### config.mk
export PLATFORM = sky130hd
export DESIGN_NAME = div_seq
export DESIGN_NICKNAME = d
export VERILOG_FILES = /design/src/rtl/alu_pkg.sv /design/src/rtl/div_step.sv /design/src/rtl/div_seq.sv
export SDC_FILE = /design/constraint.sdc
export NUM_CORES = 1
export LEC_CHECK = 0
export CELL_PAD_IN_SITES_DETAIL_PLACEMENT = 1
export CELL_PAD_IN_SITES_GLOBAL_PLACEMENT = 2
export CORE_ASPECT_RATIO = 0.7
export CORE_MARGIN = 2
export CORE_UTILIZATION = 33
export CTS_CLUSTER_SIZE = 12
export DETAILED_ROUTE_END_ITERATION = 16
export GPL_TIMING_DRIVEN = 0
export PLACE_DENSITY = 0.83
export SYNTH_ARGS = -nofsm -noshare
export SYNTH_HDL_FRONTEND = slang
export SYNTH_SLANG_ARGS = --single-unit
### constraint.sdc
create_clock -name clk -period 2.96 [get_ports clk]
set_clock_uncertainty 0.1 [all_clocks]
set_input_delay 0.592 -clock clk [delete_from_list [all_inputs] [get_ports clk]]
set_output_delay 0.592 -clock clk [all_outputs]
set_load 0.005 [all_outputs]
### src/rtl/alu_pkg.sv
// Shared ALU definitions: divider FSM states and the ALU function-select codes.
package alu_pkg;

  typedef enum logic [1:0] {
    IDLE = 2'd0,
    RUN  = 2'd1,
    DONE = 2'd2
  } div_state_t;

  // Function codes decoded by the ALU top result mux.
  localparam logic [1:0] FUNC_ADD = 2'b00;
  localparam logic [1:0] FUNC_SUB = 2'b01;
  localparam logic [1:0] FUNC_MUL = 2'b10;
  localparam logic [1:0] FUNC_DIV = 2'b11;

endpackage

### src/rtl/div_step.sv
// One restoring-division step (combinational).
//   rem        : current partial remainder (always < divisor)
//   dvd_bit    : next dividend bit shifted into the remainder
//   divisor    : divisor
//   rem_next_c : partial remainder after this step
//   q_bit_c    : quotient bit produced by this step
module div_step #(
  parameter int unsigned width = 6
) (
  input  logic [width-1:0] rem,
  input  logic             dvd_bit,
  input  logic [width-1:0] divisor,
  output logic [width-1:0] rem_next_c,
  output logic             q_bit_c
);

  localparam int unsigned PW = width + 1;

  logic [PW-1:0] shifted;
  logic [PW:0]   trial;

  // Trial subtract with one extra bit so the borrow shows up as the sign.
  always_comb begin
    shifted    = {rem, dvd_bit};
    trial      = {1'b0, shifted} - {2'b00, divisor};
    q_bit_c    = ~trial[PW];
    // Either branch is below the divisor, so it fits back into width bits.
    rem_next_c = q_bit_c ? width'(trial[PW-1:0]) : width'(shifted);
  end

endmodule

### src/rtl/div_seq.sv
// Sequential unsigned restoring divider, one quotient bit per clock.
//   clk, rst_n : clock, asynchronous active-low reset
//   start      : request, accepted in IDLE or DONE
//   a, b       : dividend, divisor (sampled on the accepting edge)
//   busy       : high while dividing
//   done       : one-cycle completion strobe
//   out        : {remainder, quotient}
//   overflow   : divide-by-zero flag for the result on out
module div_seq
  import alu_pkg::*;
#(
  parameter int unsigned width = 6
) (
  input  logic               clk,
  input  logic               rst_n,
  input  logic               start,
  input  logic [width-1:0]   a,
  input  logic [width-1:0]   b,
  output logic               busy,
  output logic               done,
  output logic [2*width-1:0] out,
  output logic               overflow
);

  localparam int unsigned CW = (width > 1) ? $clog2(width) : 1;
  localparam int unsigned OW = 2 * width;

  div_state_t       state, state_next;
  logic [CW-1:0]    cnt;
  logic [width-1:0] dvd, dvs, rem;
  logic [width-1:0] rem_next;
  logic [width-1:0] dvd_shift;
  logic             q_bit;
  logic             accept, div_zero, last;

  logic             busy_nxt, done_nxt, ovf_nxt;
  logic [OW-1:0]    out_nxt;

  assign accept    = start && ((state == IDLE) || (state == DONE));
  assign div_zero  = (b == '0);
  assign last      = (state == RUN) && (cnt == '0);
  // Dividend register doubles as the quotient: quotient bits enter at the LSB.
  assign dvd_shift = width'({dvd, q_bit});

  div_step #(.width(width)) u_step (
    .rem        (rem),
    .dvd_bit    (dvd[width-1]),
    .divisor    (dvs),
    .rem_next_c (rem_next),
    .q_bit_c    (q_bit)
  );

  // State register.
  always_ff @(posedge clk or negedge rst_n) begin
    if (!rst_n) state <= IDLE;
    else        state <= state_next;
  end

  // Next-state logic.
  always_comb begin
    state_next = state;
    unique case (state)
      IDLE, DONE: begin
        if (start) state_next = div_zero ? DONE : RUN;
        else       state_next = IDLE;
      end
      RUN:     if (cnt == '0) state_next = DONE;
      default: state_next = IDLE;
    endcase
  end

  // Output next-values; registered below so nothing reaches a port combinationally.
  always_comb begin
    busy_nxt = (state_next == RUN);
    done_nxt = (state_next == DONE);
    out_nxt  = out;
    ovf_nxt  = overflow;
    if (accept && div_zero) begin
      out_nxt = {a, {width{1'b1}}};
      ovf_nxt = 1'b1;
    end else if (last) begin
      out_nxt = {rem_next, dvd_shift};
      ovf_nxt = 1'b0;
    end
  end

  // Output registers.
  always_ff @(posedge clk or negedge rst_n) begin
    if (!rst_n) begin
      busy     <= 1'b0;
      done     <= 1'b0;
      out      <= '0;
      overflow <= 1'b0;
    end else begin
      busy     <= busy_nxt;
      done     <= done_nxt;
      out      <= out_nxt;
      overflow <= ovf_nxt;
    end
  end

  // Datapath: operand capture, shift/subtract iteration, step counter.
  always_ff @(posedge clk or negedge rst_n) begin
    if (!rst_n) begin
      dvd <= '0;
      dvs <= '0;
      rem <= '0;
      cnt <= '0;
    end else if (accept) begin
      dvd <= a;
      dvs <= b;
      rem <= '0;
      cnt <= div_zero ? '0 : CW'(width - 1);
    end else if (state == RUN) begin
      dvd <= dvd_shift;
      rem <= rem_next;
      cnt <= cnt - CW'(1);
    end
  end

endmodule

==> reports/qor.yml <==
yosys:
  synth_nets: 212
  synth_area_per_cell_sq_um: 9.737
  synthCells: 188
  syn-cell-area_sq_um: 1831
  yosysTopAreaCellShare_pct: 51.95
  yosysWarningCount: 0
  yosys.area.top_type: "dfrtp_1"
  ys_top_cells_by_area: "dfrtp_1, nand2_1, ha_1"
  synth_cell_types: 31
  ys_seq_elements: 38
  ys_seq_area_share_pct: 51.95
status:
  status: "completed"
worst_setup_path:
  endpoint_kind: "register"
  worst-path-max-fanout: 10
  crit_arrival_ps: 2540
  criticalPathCategory: "in2reg"
  critPathRequiredTime_ps: 3030
  startpoint_type: "input port"
final_layout:
  mostFrequentLayoutCells: "dfrtp_1, clkdlybuf4s50_1, nand2_1"
  final_common_cell: "dfrtp_1"
  fill_cells: 621
  final_core_util_pct: 43.54
  n_antenna_cell: 0
  area_growth_syn_to_layout_pct: 25.70
  final_layout_size_suffix_gt1_share_pct: 5.778
  nets: 248
die:
  start_util_pct: 34.64
  design.core.area_sq_um: 5285
  ios: 30
  rows: 22
  die_area_sq_um: 6169
  dieHeight_microns: 66.32
  fp.dieW_microns: 93.02
timing:
  rsz0062_at_grt: "false"
  fmax_ghz: 0.4038
  holdWs_ps: 301.8
  maxSlewViolCount: 0
  finalHoldViolations: 0
  post-route-min-period_ps: 2477
  fin_crit_sh_pct: 83.67
  worstMarginPinSlew_ps: 867.9
  setup_tns_ps: 0
  setup_viol: 0
  layout_setup_ws_ps: 483.3
  slew_headroom_pct: 42.14
run:
  timing.max_cap.violations: 0
cts:
  clkLatencyLatePin_ps: 300
  cts_sinks: 38
  path_clk_slew_ps: 80
  cts_setup_buffers: 0
  cts_root_buf: "clkbuf_8"
  cts_resized: 0
  cts_tree: "done"
  holdBufCountCts: 0
  h-tree-depth: 2
  clock_path_buffers: 2
  numCtsBuffers: 5
detailed_routing:
  firstDrtPassIters: 4
  wirelength_mm: 4.720
  antenna_left: 0
  num_vias: 1485
  drc: 0
  wl_per_cell_microns: 15.89
  routed_via_density: 5.000
  drtIter0Drc: 87
pwr:
  peakVddDrop_mv: 0.4804
  p_leak_nw: 1.049
  p_per_area_nw_per_um2: 1234
grt:
  grtUsageTotal_pct: 17.29
  overflow: 0
  grt_max_degree: 39
  grt_pass1_wl_mm: 7.976
  antenna_found_initial: 0
  grt_pass1_vias: 1537
place:
  post-place-ws_ps: 167.7
  portBuffers: 29
  hpwl_mm: 3.464
  gp_congestion: 0.7459
worst_hold_path:
  hp-class: "in2async"
-- synth_stat cells --
master	n
or4_2	1
a41oi_4	1
mux2i_1	4
a211o_1	2
a21oi_1	11
nand2b_1	3
a22o_2	1
clkbuf_1	7
nor3_1	6
nor2_1	21
a211oi_1	1
nand3_1	1
mux2_2	1
o311a_1	1
a31oi_1	1
a22o_1	1
nand4_1	1
o21ai_0	18
fa_1	1
nor2b_1	2
a22oi_1	5
a221o_1	3
and3_1	6
nand3b_1	1
ha_1	8
xnor2_1	1
a21o_1	1
xor2_1	2
dfrtp_1	38
nand2_1	27
inv_1	11
-- power by group --
part           total (W)  internal, W  switching, W
registers       0.000939     0.000781      0.000158
logic            0.00152     0.000716      0.000802
clock network   0.000383     0.000187      0.000196
total            0.00284      0.00168       0.00116
-- metrics by stage --
stage | instances | area (sq um) | total power, W
floorplan | 188 | 1831 | 0.001941
global placement | 289 | 2211 | 0.002437
detailed placement | 289 | 2206 | 0.002471
CTS | 297 | 2301 | 0.002878
global route | 297 | 2301 | 0.003116
finish | 297 | 2301 | 0.002839
-- logic make-up (layout without fill, tap and decap cells) --
family,count (synthesis),after routing,share of synthesized area [%]
AOI/OAI and AO/OA,46,46,16.82
xor gates and xnor gates,3,3,1.436
buffers and inverters,18,55,3.691
adders and majority gates,9,9,6.562
muxes,5,5,2.803
DFF,38,38,51.95
and+or+nand+nor,69,69,16.75
-- state kept, by name, summed over array words and instances (netlist names) --
register  flops
busy          1
cnt           3
done          1
dvd           6
dvs           6
out          12
overflow      1
rem           6
state         2
-- path summary, 6_finish.rpt --
path | from | end | slack [ps] | depth (start not counted)
worst min register to register | cnt[1]$_DFFE_PN0P_ | cnt[1]$_DFFE_PN0P_ | 390 | 2
min in group clk | cnt[1]$_DFFE_PN0P_ | cnt[1]$_DFFE_PN0P_ | 390 | 2
worst max register to register | rem[3]$_DFFE_PN0P_ | rem[0]$_DFFE_PN0P_ | 570 | 6
worst max-delay path | start | dvd[0]$_DFFE_PN0P_ | 480 | 7
max in group asynchronous | rst_n | dvs[3]$_DFFE_PN0N_ | 1910 | 1
worst min-delay path | rst_n | busy$_DFF_PN0_ | 300 | 1
-- area by class of cell --
class | instances | area (sq um) | area share [%]
multi-input cells | 132 | 812.0 | 35.29
inverters | 11 | 41.29 | 1.794
well taps | 72 | 90.09 | 3.915
flip-flops and latches | 38 | 950.9 | 41.33
repair buffers | 29 | 285.3 | 12.40
clock inverters | 2 | 12.51 | 0.5438
plain buffers | 7 | 26.28 | 1.142
clock buffers | 6 | 82.58 | 3.589
-- critical path, cell delays in order --
cell	delay (ps)
clkdlybuf4s50_1	470
nor2b_1	160
clkbuf_1	480
nor2_1	220
clkbuf_1	310
a22oi_1	200
o21ai_0	110
-- metal layers --
layer / part of all wire (%) / up-vias / routed length (microns) / GRT usage, %
li1: - / 722 / - / -
met5: 0 / - / 0 / 0
met4: 0.74 / 0 / 35 / 4.412
met1: 54 / 734 / 2548 / 25.09
met2: 42 / 24 / 1968 / 26.09
met3: 3.6 / 5 / 168 / 3.877
(Power assumes the default switching activity.)
